### src/rtl/cam_pkg.sv
// Shared command encoding for the allocating CAM.
package cam_pkg;

  typedef enum logic [1:0] {
    SEARCH = 2'd0,
    INSERT = 2'd1,
    DELETE = 2'd2,
    CLEAR  = 2'd3
  } cam_cmd_e;

endpackage : cam_pkg

### src/rtl/cam_prio_enc.sv
// Priority encoder: index of the lowest set bit, plus any-set and more-than-one-set flags.
module cam_prio_enc #(
  parameter  int SIZE  = 8,
  localparam int IDX_W = $clog2(SIZE)
) (
  input  logic [SIZE-1:0]  vec,
  output logic [IDX_W-1:0] idx,
  output logic             any,
  output logic             multi
);

  // Scan from the top down so the lowest set bit is the one left standing.
  // The bit trick vec & (vec-1) drops the lowest set bit; anything left means two or more.
  always_comb begin
    idx = '0;
    for (int i = SIZE - 1; i >= 0; i--) begin
      if (vec[i]) idx = IDX_W'(i);
    end
    any   = |vec;
    multi = |(vec & (vec - {{(SIZE-1){1'b0}}, 1'b1}));
  end

endmodule : cam_prio_enc

### src/rtl/cam_alloc.sv
// Allocating CAM: parallel key compare over all entries, with insert into the
// lowest free slot, delete-by-key and whole-table clear. One response per
// accepted command, one cycle later.
module cam_alloc
  import cam_pkg::*;
#(
  parameter  int SIZE  = 8,
  parameter  int WIDTH = 32,
  localparam int IDX_W = $clog2(SIZE)
) (
  input  logic             clock,
  input  logic             reset,
  input  logic             enable,
  input  cam_cmd_e         command,
  input  logic [WIDTH-1:0] key,
  output logic             resp_valid,
  output logic [IDX_W-1:0] resp_idx,
  output logic             hit,
  output logic             multi_hit,
  output logic             error,
  output logic [IDX_W:0]   count,
  output logic             full,
  output logic             empty
);

  localparam logic [IDX_W:0] SIZE_C = (IDX_W + 1)'(SIZE);

  // Key storage has no reset; the valid bits alone decide whether an entry exists.
  logic [WIDTH-1:0] keys_q [SIZE];
  logic [SIZE-1:0]  valid_q, valid_d;
  logic [IDX_W:0]   count_q, count_d;
  logic             resp_valid_q, resp_valid_d;
  logic [IDX_W-1:0] resp_idx_q, resp_idx_d;
  logic             hit_q, hit_d;
  logic             multi_q, multi_d;
  logic             error_q, error_d;
  logic             wr_en;

  logic [SIZE-1:0]  match;
  logic [IDX_W-1:0] match_idx, free_idx;
  logic             match_any, match_multi, free_any, free_multi;

  // One comparator per entry; an invalid entry can never match whatever it holds.
  for (genvar gi = 0; gi < SIZE; gi++) begin : g_match
    assign match[gi] = valid_q[gi] && (keys_q[gi] == key);
  end

  cam_prio_enc #(.SIZE(SIZE)) u_match_enc (
    .vec   (match),
    .idx   (match_idx),
    .any   (match_any),
    .multi (match_multi)
  );

  cam_prio_enc #(.SIZE(SIZE)) u_free_enc (
    .vec   (~valid_q),
    .idx   (free_idx),
    .any   (free_any),
    .multi (free_multi)
  );

  // Decode the command against the pre-edge table and work out the next valid set and response.
  always_comb begin
    valid_d      = valid_q;
    resp_valid_d = 1'b0;
    resp_idx_d   = '0;
    hit_d        = 1'b0;
    multi_d      = 1'b0;
    error_d      = 1'b0;
    wr_en        = 1'b0;
    if (enable) begin
      resp_valid_d = 1'b1;
      unique case (command)
        SEARCH: begin
          hit_d      = match_any;
          resp_idx_d = match_any ? match_idx : '0;
          multi_d    = match_multi;
        end
        INSERT: begin
          if (match_any) begin
            hit_d      = 1'b1;
            resp_idx_d = match_idx;
          end else if (free_any) begin
            wr_en             = 1'b1;
            valid_d[free_idx] = 1'b1;
            resp_idx_d        = free_idx;
          end else begin
            error_d = 1'b1;
          end
        end
        DELETE: begin
          valid_d    = valid_q & ~match;
          hit_d      = match_any;
          resp_idx_d = match_any ? match_idx : '0;
          multi_d    = match_multi;
        end
        CLEAR: begin
          valid_d = '0;
        end
        default: ;
      endcase
    end
  end

  // Count is the population of the next valid set, so it lands on the same edge as the bits.
  always_comb begin
    count_d = '0;
    for (int i = 0; i < SIZE; i++) begin
      count_d = count_d + {{IDX_W{1'b0}}, valid_d[i]};
    end
  end

  // Control and response registers.
  always_ff @(posedge clock) begin
    if (reset) begin
      valid_q      <= '0;
      count_q      <= '0;
      resp_valid_q <= 1'b0;
      resp_idx_q   <= '0;
      hit_q        <= 1'b0;
      multi_q      <= 1'b0;
      error_q      <= 1'b0;
    end else begin
      valid_q      <= valid_d;
      count_q      <= count_d;
      resp_valid_q <= resp_valid_d;
      resp_idx_q   <= resp_idx_d;
      hit_q        <= hit_d;
      multi_q      <= multi_d;
      error_q      <= error_d;
    end
  end

  // Key write port; a write issued just before reset is harmless because its valid bit is dropped.
  always_ff @(posedge clock) begin
    if (wr_en && !reset) keys_q[free_idx] <= key;
  end

  // A reset arriving in the response cycle squashes the pending response.
  always_comb begin
    resp_valid = resp_valid_q & ~reset;
    resp_idx   = resp_valid ? resp_idx_q : '0;
    hit        = resp_valid & hit_q;
    multi_hit  = resp_valid & multi_q;
    error      = resp_valid & error_q;
    count      = count_q;
    full       = (count_q == SIZE_C);
    empty      = (count_q == '0);
  end

  logic unused_free_multi;
  assign unused_free_multi = free_multi;

endmodule : cam_alloc

### config.mk
export PLATFORM = sky130hd
export DESIGN_NAME = cam_alloc
export DESIGN_NICKNAME = d
export VERILOG_FILES = /design/src/rtl/cam_pkg.sv /design/src/rtl/cam_prio_enc.sv /design/src/rtl/cam_alloc.sv
export SDC_FILE = /design/constraint.sdc
export NUM_CORES = 1
export LEC_CHECK = 0
export ABC_CLOCK_PERIOD_IN_PS = 7400
export CORE_UTILIZATION = 34
export DETAILED_ROUTE_END_ITERATION = 10
export GPL_ROUTABILITY_DRIVEN = 0
export GPL_TIMING_DRIVEN = 0
export SYNTH_ARGS = -nofsm -noshare
export SYNTH_HDL_FRONTEND = slang
export SYNTH_SLANG_ARGS = --single-unit
### constraint.sdc
create_clock -name clock -period 7.4 [get_ports clock]
set_input_delay 1.11 -clock clock [delete_from_list [all_inputs] [get_ports clock]]
set_output_delay 1.11 -clock clock [all_outputs]
set_load 0.005 [all_outputs]
==> results.yml <==
critical_path:
  critPathLaunchType: "input pin"
  cp_top_family: "simple AND/OR/NAND/NOR gates"
  crit_path_end_kind: "register"
  slowest_delay_ps: 860
  critPathKind: "in -> reg"
  worst_r2r_endpoint: "count[2]$_SDFF_PP0_"
  ff2ff_path_depth: 16
  cp_max_fo: 9
  cp_common_cell: "fa_1"
  r2r_setup_slack_ps: 1900
  r2r_start: "keys_q[4][22]$_DFFE_PP_"
  cp_slowest_cell: "nor4_1"
  cp.buffers_inverters: 4
  worst_ep_arrival_time_ps: 7130
  required_ps: 7820
  path_cells: "clkdlybuf4s50_1, buf_4, xor2_1, nor4_1, nand4_2, nor4_2, or4b_4, nor4_4, a22oi_1, fa_1, fa_1, inv_1, fa_1, ha_1, inv_1, fa_1, xor2_1, nor2_1"
timing:
  final_max_slew_viol_count: 0
  tightest_slew_ps: 1020
  fin_crit_ps: 6710
  setup_violations: 0
  finClkSkew_ps: 22.6
  timing.final.crit_share_pct: 90.7
  rsz0062_at_grt: "false"
  finalHoldViolations: 0
  max-slew-margin-rel_pct: 31.7
  max_freq_ghz: 0.149
power:
  p_sw_mw: 0.720
  power.clock.fraction_pct: 42.2
  sequentialPowerShare_pct: 52.0
  switching_share_pct: 21.9
  combPwrFrac_pct: 5.9
  power.total_mw: 3.28
  power.leakage_nw: 4.92
  vdd_drop_max_mv: 0.170
  power_density_mw_per_mm2: 227
  internal-power_mw: 2.56
floorplanning:
  die_h_um: 191
  die_w_um: 191
  fp.coreArea_mm2: 0.0349
  start_util_pct: 34.9
  die_area_mm2: 0.0366
  rows: 68
  ios: 50
routing:
  wire_per_inst_um: 21.3
  vias: 6801
  drt_wl_total_mm: 29.6
  drtIter0Drc: 660
  drc: 0
  antenna_left: 0
  drtPass1Iterations: 5
  viasPerCell: 4.89
finish:
  nFillCells: 3230
  area.growth.synth_to_final_pct: 18.7
  diodes: 0
  nets: 958
  fin_area_mm2: 0.0145
  drive_above_1_share_pct: 12.6
  multi_input_area_mm2: 0.00376
  seq_area_mm2: 0.00807
synth:
  synth_area_leaders: "edfxtp_1, xor2_1, nor4_1, dfxtp_1, buf_6"
  synth_top_area_share_pct: 63.1
  synth_warnings: 0
  synth_cells: 810
  yosysSeqAreaShare_pct: 66.2
  synthDistinctLibCells: 46
  synth-seq-cells: 275
  synth_top_cell_by_area: "edfxtp_1"
  syn_area_mm2: 0.0122
  synthArstFlopShare_pct: 0
  synth-main-ff-cell: "edfxtp_1"
  synth_nets: 854
  synth_area_per_cell_um2: 15.0
  synth_edf_count: 256
placement:
  numPortBuffers: 49
  postPlaceCellArea_mm2: 0.0136
  place_hpwl_mm: 20.8
hold_path:
  min-delay-start: "valid_q[4]$_SDFF_PP0_"
  hold_depth: 2
  min_path_type: "reg -> reg"
  hold_end: "valid_q[4]$_SDFF_PP0_"
global_route:
  use_met1_pct: 23.3
  grtUsageMet2_pct: 26.7
  grt_start_max_net_pins: 20
  grt_pass1_wl_mm: 43.6
  use_met3_pct: 2.20
  antenna_found_initial: 0
  grt_pass1_vias: 6683
  grt_usage_pct: 16.5
  busiest_layer: "met2"
  grt-ovfl-total: 0
cts:
  clk_path_buf_depth: 3
  cts_resized: 0
  clk_latency_ps: 570
  cts_tree: "yes"
  ctsHoldBuffers: 0
  ctsRootBufferMaster: "clkbuf_16"
  cts_setup_buffers: 0
  cts.sinks: 275
  cts_buffers: 29
  htree_levels: 1
  cts.reportedPaths.clkPinSlew_ps: 60
job:
  drv_cap: 0
outcome:
  status: "finished clean"
## cell usage in the layout, fill, tap and decap left out, types with 5 or more instances in the layout
cell	netlist	routed
buf_6	23	37
edfxtp_1	256	256
or4_4	5	5
buf_4	9	14
nor3_1	16	11
nand4_1	10	10
nor4_1	65	64
nor3_2	1	6
clkbuf_16	0	29
o21ai_0	12	12
xor2_1	257	257
clkdlybuf4s50_1	0	49
and2_1	8	8
a21oi_1	9	9
nor2_1	17	16
dfxtp_1	19	19
inv_1	17	17
clkbuf_1	2	7
nor4_2	4	5
nand2_1	36	36
clkinv_1	0	10
## through the flow
stage / TNS (ps) / hold WS (ps) / instances / setup slack, ps / utilization (%)
detailed placement: 0 / 532 / 1338 / 215 / 38.9
global placement: -280790 / 517 / 1314 / -2730 / 37.9
floorplan: 0 / 480 / 810 / 1220 / -
finish: 0 / 550 / 1390 / 691 / 41.4
CTS: 0 / 540 / 1390 / 778 / 41.4
global route: 0 / 568 / 1390 / 507 / 41.4
## per-layer routing
layer | up-vias | wire length, um
li1 | 3166 | -
met1 | 3396 | 13400
met5 | - | 0
met3 | 48 | 1480
met4 | 0 | 769
met2 | 191 | 14000
## power groups by stage
stage	combinational (mW)	clock (mW)	sequential, mW
after detailed placement	0.195	0	1.74
final	0.193	1.38	1.71
after global placement	0.192	0	1.74
after floorplan	0.105	0	1.74
after global routing	0.208	1.47	1.70
after CTS	0.196	1.41	1.71
## layout make-up
cell class              count  area share [%]
well taps                 455            3.94
plain buffers              34            2.31
clock buffers              34            5.15
flip-flops and latches    275            55.8
repair buffers             73            5.35
multi-input cells         484            26.0
inverters                  17           0.441
clock inverters            18            1.01
## worst max path at each step
stage	start	endpoint	slack (ps)	cells past startpoint
final	key[22]	count[2]$_SDFF_PP0_	690	18
after global routing	key[22]	count[2]$_SDFF_PP0_	510	18
after CTS	key[22]	count[2]$_SDFF_PP0_	780	18
after detailed placement	key[22]	count[2]$_SDFF_PP0_	220	18
after global placement	key[20]	keys_q[3][16]$_DFFE_PP_	-2730	10
after floorplan	key[5]	keys_q[3][0]$_DFFE_PP_	1220	9
## flip-flops by register name, indices dropped and copies added (netlist names)
name,flops
hit_q,1
resp_idx_q,3
error_q,1
count,4
multi_q,1
valid_q,8
resp_valid_q,1
keys_q,256
## cells by family after synthesis
| group | synth area share, % |
|---|---|
| compound gates | 1.92 |
| xor+xnor | 18.5 |
| fa+ha+maj | 0.966 |
| buf+inv | 3.27 |
| flops | 66.2 |
| simple gates | 9.11 |
## synth_stat cells, drive strengths merged, types with 6 or more instances
| library cell | n |
|---|---|
| dfxtp | 19 |
| nor2 | 17 |
| inv | 17 |
| edfxtp | 256 |
| a21oi | 9 |
| nor4 | 70 |
| nand4 | 12 |
| nand2 | 36 |
| and2 | 8 |
| nor3 | 17 |
| or4 | 6 |
| xor2 | 257 |
| o21ai | 13 |
| buf | 32 |
## worst register-to-register path, cell delays in order (launching register included)
cell	delay (ps)
edfxtp_1	370
xor2_1	160
nor4_1	860
nand4_2	380
nor4_2	540
or4b_4	290
nor4_4	80
a22oi_1	290
fa_1	490
fa_1	500
inv_1	50
fa_1	480
ha_1	170
inv_1	60
fa_1	440
xor2_1	140
nor2_1	50
(Power assumes the default switching activity.)
